[src/rtl/mem_sram_pkg.sv]
// Shared types and constants for the 16-bit asynchronous SRAM controller.
package mem_sram_pkg;

  typedef enum logic [2:0] {
    IDLE,
    SETUP,
    ACCESS,
    HOLD,
    DONE
  } state_t;

  localparam logic HALF_LO = 1'b0;
  localparam logic HALF_HI = 1'b1;

  localparam logic [3:0] LANES_LO = 4'b0011;
  localparam logic [3:0] LANES_HI = 4'b1100;

  localparam int unsigned WAIT_W = 4;

endpackage

[src/rtl/mem_sram_wait_counter.sv]
// Loadable down-counter that times the strobe-low phase of each SRAM half access.
module mem_sram_wait_counter
  import mem_sram_pkg::*;
#(
  parameter int unsigned WIDTH = WAIT_W
) (
  input  logic             clk,
  input  logic             rst_n,
  input  logic             load,
  input  logic [WIDTH-1:0] load_val,
  input  logic             dec,
  output logic             zero
);

  logic [WIDTH-1:0] cnt_q;

  always_ff @(posedge clk) begin
    if (!rst_n) begin
      cnt_q <= '0;
    end else if (load) begin
      cnt_q <= load_val;
    end else if (dec && (cnt_q != '0)) begin
      cnt_q <= cnt_q - 1'b1;
    end
  end

  assign zero = (cnt_q == '0);

endmodule

[src/rtl/mem_sram_ctrl.sv]
// Executes 32-bit memory requests as one or two half-word cycles on an async 16-bit SRAM.
module mem_sram_ctrl
  import mem_sram_pkg::*;
#(
  parameter  int unsigned DATA_WIDTH  = 32,
  parameter  int unsigned MEM_BYTES   = 1048576,
  parameter  int unsigned WAIT_CYCLES = 2,
  localparam int unsigned ADDR_WIDTH  = $clog2(MEM_BYTES) + 1,
  localparam int unsigned SADDR_WIDTH = $clog2(MEM_BYTES) - 1
) (
  input  logic                   MCLK,
  input  logic                   MRESETn,
  input  logic                   MEN,
  input  logic [3:0]             MWE,
  input  logic [ADDR_WIDTH-1:0]  MADDR,
  input  logic [DATA_WIDTH-1:0]  MDIN,
  output logic                   MDONE,
  output logic                   MERROR,
  output logic [DATA_WIDTH-1:0]  MDOUT,
  output logic [SADDR_WIDTH-1:0] SADDR,
  output logic [15:0]            SDQ_O,
  input  logic [15:0]            SDQ_I,
  output logic                   SDQ_OE,
  output logic                   SCE_N,
  output logic                   SOE_N,
  output logic                   SWE_N,
  output logic                   SLB_N,
  output logic                   SUB_N
);

  localparam logic [WAIT_W-1:0] WAIT_LOAD = WAIT_W'(WAIT_CYCLES);

  state_t                   state_q, state_d;
  logic                     half_q;
  logic [3:0]               we_q;
  logic [ADDR_WIDTH-4:0]    waddr_q;
  logic [15:0]              din_hi_q;
  logic                     err_q;
  logic [DATA_WIDTH-1:0]    mdout_q;
  logic [SADDR_WIDTH-1:0]   saddr_q;
  logic [15:0]              sdq_o_q;

  logic is_write, req_err, first_half, more_halves, wait_zero, busy;
  logic unused_addr_bits;

  assign unused_addr_bits = ^MADDR[1:0];

  assign is_write    = |we_q;
  assign req_err     = MADDR[ADDR_WIDTH-1];
  // Writes skip a half whose byte enables are all clear; reads always start low.
  assign first_half  = (|MWE && ((MWE & LANES_LO) == 4'b0000)) ? HALF_HI : HALF_LO;
  assign more_halves = (half_q == HALF_LO) && (!is_write || |(we_q & LANES_HI));

  mem_sram_wait_counter #(
    .WIDTH(WAIT_W)
  ) u_wait (
    .clk     (MCLK),
    .rst_n   (MRESETn),
    .load    (state_q == SETUP),
    .load_val(WAIT_LOAD),
    .dec     (state_q == ACCESS),
    .zero    (wait_zero)
  );

  always_comb begin
    state_d = state_q;
    unique case (state_q)
      IDLE:    if (MEN) state_d = req_err ? DONE : SETUP;
      SETUP:   state_d = ACCESS;
      ACCESS:  if (wait_zero) state_d = HOLD;
      HOLD:    state_d = more_halves ? SETUP : DONE;
      DONE:    state_d = IDLE;
      default: state_d = IDLE;
    endcase
  end

  always_comb begin
    busy   = (state_q == SETUP) || (state_q == ACCESS) || (state_q == HOLD);
    SCE_N  = ~busy;
    SDQ_OE = busy && is_write;
    SOE_N  = 1'b1;
    SWE_N  = 1'b1;
    SLB_N  = 1'b1;
    SUB_N  = 1'b1;
    if (state_q == ACCESS) begin
      if (is_write) begin
        SWE_N = 1'b0;
        SLB_N = ~we_q[{half_q, 1'b0}];
        SUB_N = ~we_q[{half_q, 1'b1}];
      end else begin
        SOE_N = 1'b0;
        SLB_N = 1'b0;
        SUB_N = 1'b0;
      end
    end
    MDONE  = (state_q == DONE);
    MERROR = (state_q == DONE) && err_q;
  end

  always_ff @(posedge MCLK) begin
    if (!MRESETn) begin
      state_q  <= IDLE;
      half_q   <= HALF_LO;
      we_q     <= '0;
      waddr_q  <= '0;
      din_hi_q <= '0;
      err_q    <= 1'b0;
      mdout_q  <= '0;
      saddr_q  <= '0;
      sdq_o_q  <= '0;
    end else begin
      state_q <= state_d;
      unique case (state_q)
        IDLE: begin
          if (MEN) begin
            we_q     <= MWE;
            waddr_q  <= MADDR[ADDR_WIDTH-2:2];
            din_hi_q <= MDIN[31:16];
            err_q    <= req_err;
            if (!req_err) begin
              half_q  <= first_half;
              saddr_q <= {MADDR[ADDR_WIDTH-2:2], first_half};
              sdq_o_q <= first_half ? MDIN[31:16] : MDIN[15:0];
            end
          end
        end
        ACCESS: begin
          if (wait_zero && !is_write) begin
            if (half_q == HALF_HI) mdout_q[31:16] <= SDQ_I;
            else                   mdout_q[15:0]  <= SDQ_I;
          end
        end
        HOLD: begin
          if (more_halves) begin
            half_q  <= HALF_HI;
            saddr_q <= {waddr_q, HALF_HI};
            sdq_o_q <= din_hi_q;
          end
        end
        default: ;
      endcase
    end
  end

  assign MDOUT = mdout_q;
  assign SADDR = saddr_q;
  assign SDQ_O = sdq_o_q;

endmodule

[config.mk]
export PLATFORM = sky130hd
export DESIGN_NAME = mem_sram_ctrl
export DESIGN_NICKNAME = d
export VERILOG_FILES = /design/src/rtl/mem_sram_pkg.sv /design/src/rtl/mem_sram_wait_counter.sv /design/src/rtl/mem_sram_ctrl.sv
export SDC_FILE = /design/constraint.sdc
export NUM_CORES = 1
export LEC_CHECK = 0
export ABC_AREA = 1
export CORE_MARGIN = 2
export CORE_UTILIZATION = 43
export CTS_CLUSTER_DIAMETER = 30
export CTS_CLUSTER_SIZE = 24
export DETAILED_ROUTE_END_ITERATION = 8
export MAX_ROUTING_LAYER = met4
export PLACE_DENSITY = 0.79
export SYNTH_ARGS = -nofsm -noshare
export SYNTH_HDL_FRONTEND = slang
export SYNTH_SLANG_ARGS = --single-unit
[constraint.sdc]
create_clock -name MCLK -period 1.5 [get_ports MCLK]
set_input_delay 0.225 -clock MCLK [delete_from_list [all_inputs] [get_ports MCLK]]
set_output_delay 0.225 -clock MCLK [all_outputs]
set_load 0.01 [all_outputs]
==> flow_metrics.tcl, run 1 <==
set metrics [dict create \
    status "finished, violations left" \
    violations "setup timing" \
    fin_ws_ns -0.06317 \
    grtUsageTotal_pct 23.13 \
    dp_hpwl_um 9811 \
    worst_slew_pin_slew_ns 0.4415 \
    layout.nets 1044 \
    num_rows 40 \
    viasPerCell 4.916 \
    drv_cap 0 \
    r2r_setup_slack_ns 0.04 \
    synth-edff-count 0 \
    finClkSkew_ns 0.01390 \
    preCtsSetupSlack_ns -0.1376 \
    fp.dieArea_mm2 0.01331 \
    power_w 0.009363 \
    gp_congestion 0.8709 \
    wl_per_cell_um 13.24 \
    worstRegToRegCells 10 \
    cts_buffers 17 \
    area_growth_syn_to_layout_pct 51.43 \
    cp.required_ns 1.27 \
    syn_area_mm2 0.005335 \
    synthCells 797 \
    worstPathMaxFanout 3 \
    ant_nets 0 \
    slew_headroom_pct 70.54 \
    power_density_mw_per_mm2 1159 \
    finalCritPeriodShare_pct 104.2 \
    fin_cells 1148 \
    synth_top_area_cell "dfxtp_1" \
    vias 5644 \
    report.final.slew_viol_count 0 \
    placed_cells 1106 \
    drcViolationCount 0 \
    grt_max_degree 43 \
    synthTopCellsByArea "dfxtp_1, nand2_1, nand3_1, nor2_1, a21oi_1" \
    grt_pass1_vias 5083 \
    cts_root_buf "clkbuf_16" \
    grt_first_pass_wirelength_um 23810 \
    clockBufferDepth 2 \
    firstDrtPassIters 5 \
    setup.worst_path.start "we_q[3]$_SDFFE_PN0P_" \
    final_util_pct 66.98 \
    grt_setup_unrepaired "true" \
    end_kind "output pin" \
    hold_start "MRESETn" \
    multi_input_area_mm2 0.002570 \
    fin_area_mm2 0.008079 \
    drive_gt1_share_pct 13.16 \
    clk_latency_ns 0.40 \
    synth-simple-area-share_pct 34.38 \
    reg2reg_from "we_q[2]$_SDFFE_PN0P_" \
    worstSetupStartpointType "flip-flop" \
    hold_viol 0 \
    cts_hold_buffers 0 \
    placed_area_mm2 0.007273 \
    synth_top_area_share_pct 42.40 \
    drt-initial-drc-count 436 \
    drt_wl_total_um 15200 \
    synthXorXnorAreaFrac_pct 0.3283 \
    synth-main-ff-cell "dfxtp_1" \
    regArea_mm2 0.002270 \
    die_w_um 115.4 \
    die_h_um 115.4 \
    synth.avg_cell_area_um2 6.694 \
    worst-setup-path-type "reg2out" \
    path_cells "nor2_4, nand3_4, nor2_4, buf_6, inv_2, buf_6" \
    min_period_ns 1.563 \
    fillCellCount 986 \
    gr-total-overflow 0 \
    endpoint "SOE_N" \
    yosysUniqueCellTypes 23 \
    cpMaxStageDelayCell "dfxtp_2" \
    path_clk_slew_ns 0.05 \
    crit_arrival_ns 1.34 \
    synth_top_family_by_area "simple AND/OR/NAND/NOR gates" \
    cts_tree "built" \
    synth-seq-cells 113 \
    p_leak_nw 4.214 \
    ys.warnings.count 0 \
    r2r_end "SDQ_O[2]$_SDFFE_PN0P_" \
    antenna_found_initial 0 \
    synth_mux_area_share_pct 0 \
    synth_compound_area_share_pct 11.61 \
    synth_fa_ha_area_share_pct 0.2345 \
    setup_viol 5 \
    clock_sinks 113 \
    synth_common_cells "nand2_1, dfxtp_1, nor2_1" \
    min_path_type "in2reg" \
    async_reset_ff_share_pct 0 \
    ir_worst_vdd_uv 796.3 \
    initial_core_util_pct 44.23 \
    htree_levels 4 \
    io_buffers 148 \
    syn_nets 874 \
    io_pins 151 \
    synth_most_common_cell "nand2_1" \
    max_freq_ghz 0.6397 \
    seq_area_frac_synth_pct 42.40 \
    diodes 0 \
    fp.coreArea_mm2 0.01206 \
    critPathMaxStageDelay_ns 0.33 \
]
==> stage by stage <==
stage / hold WS [ns] / TNS [ns]
finish: 0.2013 / -0.2187
global route: 0.2067 / -1.631
CTS: 0.1980 / -0.4024
detailed placement: 0.4394 / -3.845
global placement: 0.4343 / -2.427
floorplan: 0.3796 / 0
==> worst max-delay path, delay by kind of cell, from the launching register on <==
kind                   cells  cell delay [ns]
buffers and inverters      3             0.25
DFF                        1             0.33
and+or+nand+nor            3             0.35
==> layer usage <==
| metal | vias to the layer above | global-route usage (%) | wire length, um |
|---|---|---|---|
| li1 | 2876 | - | - |
| met1 | 2522 | 29.52 | 6690 |
| met2 | 231 | 36.34 | 7232 |
| met3 | 15 | 5.008 | 1064 |
| met4 | 0 | 7.871 | 215 |
| met5 | - | - | 0 |
==> cell families (layout without fill, tap and decap cells) <==
group / count (synthesis) / count (layout)
flip-flops: 113 / 113
XOR/XNOR: 2 / 2
AND/OR/NAND/NOR: 414 / 414
adder cells (fa/ha/maj): 1 / 1
AO/OA/AOI/OAI: 123 / 123
buffers and inverters: 144 / 327
==> area by class of cell <==
type                            count  area share [%]
Multi-Input combinational cell    540           31.81
Sequential cell                   113           28.09
Inverter                           90           4.182
Clock inverter                     11           1.688
Tap cell                          168           2.602
Clock buffer                       21           5.699
Timing Repair Buffer              205           25.93
==> registers in the layout, summed over array words and instances (netlist names) <==
name / flops
u_wait.cnt_q: 4
MDOUT: 32
state_q: 3
err_q: 1
SADDR: 19
SDQ_O: 16
din_hi_q: 16
waddr_q: 18
we_q: 4
==> cells in the final DEF, fill, tap and decap left out, drive strengths merged <==
master,netlist,layout
clkinv,0,7
dfxtp,113,113
nand3,90,90
inv,90,90
ha,1,1
nand4,1,1
o2111ai,1,1
clkinvlp,0,1
nor2,112,112
nand2,176,176
clkbuf,21,25
xor2,2,2
o21ai,41,41
nand3b,34,34
dlygate4sd2,0,42
a21oi,81,81
clkdlybuf4s50,0,73
nor3,1,1
dlymetal6s2s,0,24
buf,33,62
bufinv,0,3
==> worst min path at each step <==
stage | endpoint | slack, ns | depth (start not counted)
2_1_floorplan | state_q[2]$_SDFFE_PN0P_ | 0.38 | 2
3_3_place_gp | waddr_q[7]$_SDFFE_PN0P_ | 0.43 | 2
3_5_place_dp | waddr_q[16]$_SDFFE_PN0P_ | 0.44 | 2
4_1_cts | SADDR[2]$_SDFFE_PN0P_ | 0.20 | 3
5_1_grt | SADDR[2]$_SDFFE_PN0P_ | 0.21 | 3
6_report | SADDR[2]$_SDFFE_PN0P_ | 0.20 | 3
==> what timing repair did <==
| item | 4_1_cts | 5_1_grt |
|---|---|---|
| cloned | 0 | 3 |
| pin swaps | 6 | 6 |
| endpoints found under the hold margin | 0 | 0 |
| endpoints found under the setup margin | 50 | 108 |
| gates resized for setup | 87 | 46 |
| setup buffers | 6 | 1 |
==> where the power goes <==
group,internal [W],switching (W)
Combinational,0.000936,0.00104
Clock,0.00268,0.00133
Sequential,0.00326,0.000113
(Power assumes the default switching activity.)
==> run 2, diff against run 1 <==
--- a/config.mk
+++ b/config.mk
@@ -8,7 +8,7 @@
 export ABC_AREA = 1
 export CORE_MARGIN = 2
 export CORE_UTILIZATION = 43
-export CTS_CLUSTER_DIAMETER = 30
+export CTS_CLUSTER_DIAMETER = 40
 export CTS_CLUSTER_SIZE = 24
 export DETAILED_ROUTE_END_ITERATION = 8
 export MAX_ROUTING_LAYER = met4
==> results of run 2 <==
No change in the layout: final DEF, timing and power equal those of run 1.
==> run 3, diff against run 2 <==
--- a/config.mk
+++ b/config.mk
@@ -11,8 +11,10 @@
 export CTS_CLUSTER_DIAMETER = 40
 export CTS_CLUSTER_SIZE = 24
 export DETAILED_ROUTE_END_ITERATION = 8
+export HOLD_SLACK_MARGIN = 0.12
 export MAX_ROUTING_LAYER = met4
 export PLACE_DENSITY = 0.79
+export RECOVER_POWER = 100
 export SYNTH_ARGS = -nofsm -noshare
 export SYNTH_HDL_FRONTEND = slang
 export SYNTH_SLANG_ARGS = --single-unit
==> run 3 against run 2 <==
  * The flow still finishes with violations (setup timing)
  * Worst setup slack worse by 0.0028 ns
  * Combinational power decreased by 3%
  * Sequential cell count is the same
  * Cell area decreased by 1.5%
  * Wire length down 0.26%
  * Final cell count did not move
  * Critical path depth stayed put
  * Sequential share of layout area is 0.40 points higher
  * Global-route usage unchanged
  * Power down 0.68%
  * Core utilization down 0.98 points
==> flow_metrics.tcl, run 3 (synthesis results as in run 1) <==
set metrics [dict create \
    diodes 0 \
    end_kind "output pin" \
    finClkSkew_ns 0.01299 \
    slew_headroom_pct 71.44 \
    p_sw_w 0.002468 \
    dp_hpwl_um 9811 \
    holdPathStages 3 \
    area_growth_syn_to_layout_pct 49.23 \
    largest_register_ffs 32 \
    clock_sinks 113 \
    ir_worst_vdd_uv 795.6 \
    fin_ws_ns -0.06594 \
    clk_latency_ns 0.40 \
    fp.dieArea_mm2 0.01331 \
    final_cell_mix "nand2_1, dfxtp_1, nor2_1" \
    worstSetupStartpointType "flip-flop" \
    min_path_type "in2reg" \
    grtUsageTotal_pct 23.13 \
    io_pins 151 \
    r2r_setup_slack_ns -0.02 \
    path_clk_slew_ns 0.05 \
    gr-total-overflow 0 \
    initial_core_util_pct 44.23 \
    firstDrtPassIters 5 \
    drive_gt1_share_pct 12.55 \
    seqPwrFrac_pct 36.3 \
    die_h_um 115.4 \
    grt_max_degree 43 \
    power_w 0.009299 \
    final_common_cell "nand2_1" \
    antenna_found_initial 0 \
    p_int_w 0.006831 \
    drcViolationCount 0 \
    wl_per_cell_um 13.21 \
    vias 5625 \
    die_w_um 115.4 \
    drv_cap 0 \
    p_leak_nw 3.761 \
    worst_slew_pin_slew_ns 0.4279 \
    swShare_pct 26.54 \
    cts_root_buf "clkbuf_16" \
    status "finished, violations left" \
    fp.coreArea_mm2 0.01206 \
    max_freq_ghz 0.6386 \
    min_period_ns 1.566 \
    gp_congestion 0.8709 \
    crit_arrival_ns 1.34 \
    setup_tns_ns -0.2489 \
    worstRegToRegCells 8 \
    hold_viol 0 \
    report.final.slew_viol_count 0 \
    clockPowerShare_pct 43.1 \
    finalCritPeriodShare_pct 104.4 \
    setup_viol 7 \
    cts_buffers 17 \
    grt_first_pass_wirelength_um 23810 \
    grt_pass1_vias 5083 \
    violations "setup timing" \
    power_density_mw_per_mm2 1168 \
    htree_levels 4 \
    worst-setup-path-type "reg2out" \
    viasPerCell 4.900 \
    worstPathMaxFanout 3 \
    drt-initial-drc-count 471 \
    drt_wl_total_um 15160 \
    comb_power_share_pct 20.6 \
    ant_nets 0 \
    num_rows 40 \
    layout.nets 1044 \
    whs_ns 0.2031 \
    cts_tree "built" \
    grt_setup_unrepaired "true" \
    cp.required_ns 1.27 \
    clockBufferDepth 2 \
    io_buffers 148 \
]
run 3: changes by cell type in the layout (fill, tap and decap cells not counted), moves of 2 or more:
cell / before / now
buf_4: 37 / 33
clkdlybuf4s25_1: 0 / 24
nand2_2: 2 / 0
clkbuf_4: 0 / 4
dlymetal6s2s_1: 24 / 0
buf_12: 11 / 8
nand2_1: 173 / 175
clkbuf_1: 2 / 4
run 3: path summary, 6_finish.rpt:
kind                                start                       end
max                  we_q[3]$_SDFFE_PN0P_                     SOE_N
min reg2reg      waddr_q[16]$_SDFFE_PN0P_  waddr_q[16]$_SDFFE_PN0P_
min                               MRESETn     SADDR[2]$_SDFFE_PN0P_
max reg2reg  u_wait.cnt_q[1]$_SDFFE_PN0P_    MDOUT[16]$_SDFFE_PN0P_
run 3: per-stage QoR:
| step | cells | area, um^2 | util (%) | setup WS (ns) |
|---|---|---|---|---|
| 2_1_floorplan | 797 | 5335 | - | 0.09608 |
| 3_3_place_gp | 1106 | 7273 | 60.30 | -0.09964 |
| 3_5_place_dp | 1106 | 7273 | 60.30 | -0.1376 |
| 4_1_cts | 1144 | 7866 | 65.22 | -0.1276 |
| 5_1_grt | 1148 | 7961 | 66.01 | -0.1202 |
| 6_report | 1148 | 7961 | 66.01 | -0.06594 |
run 3: critical path: stages (launching register included):
cell	delay, ns
dfxtp_2	0.33
nor2_4	0.13
nand3_4	0.11
nor2_4	0.13
buf_6	0.11
inv_2	0.03
buf_6	0.11
run 3: layout make-up:
cell class | instances | area (um^2)
multi-input cells | 540 | 2555
well taps | 168 | 210.2
clock inverters | 11 | 136.4
fillers | 1013 | 4100
flip-flops and latches | 113 | 2268
clock buffers | 21 | 460.4
inverters | 90 | 337.8
repair buffers | 205 | 1993
run 3: repair_timing:
action	4_1_cts	5_1_grt
cloned	0	3
buffers inserted	6	1
pin swaps	6	6
endpoints found under the setup margin	50	108
gates resized for setup	87	46
hold buffers	0	0
run 3: power groups by stage:
stage	clock, W	combinational, W	sequential [W]
global placement	0	0.00187	0.00343
detailed placement	0	0.00189	0.00343
global route	0.00422	0.00211	0.00340
floorplan	0	0.000944	0.00347
finish	0.00400	0.00192	0.00338
CTS	0.00407	0.00188	0.00337
run 3: layer usage:
layer	vias to the layer above	global-route usage, %	share of wire, %
met5	-	-	0
met4	0	7.871	1.4
met3	14	5.008	7.1
met2	233	36.34	48
met1	2504	29.52	44
li1	2874	-	-
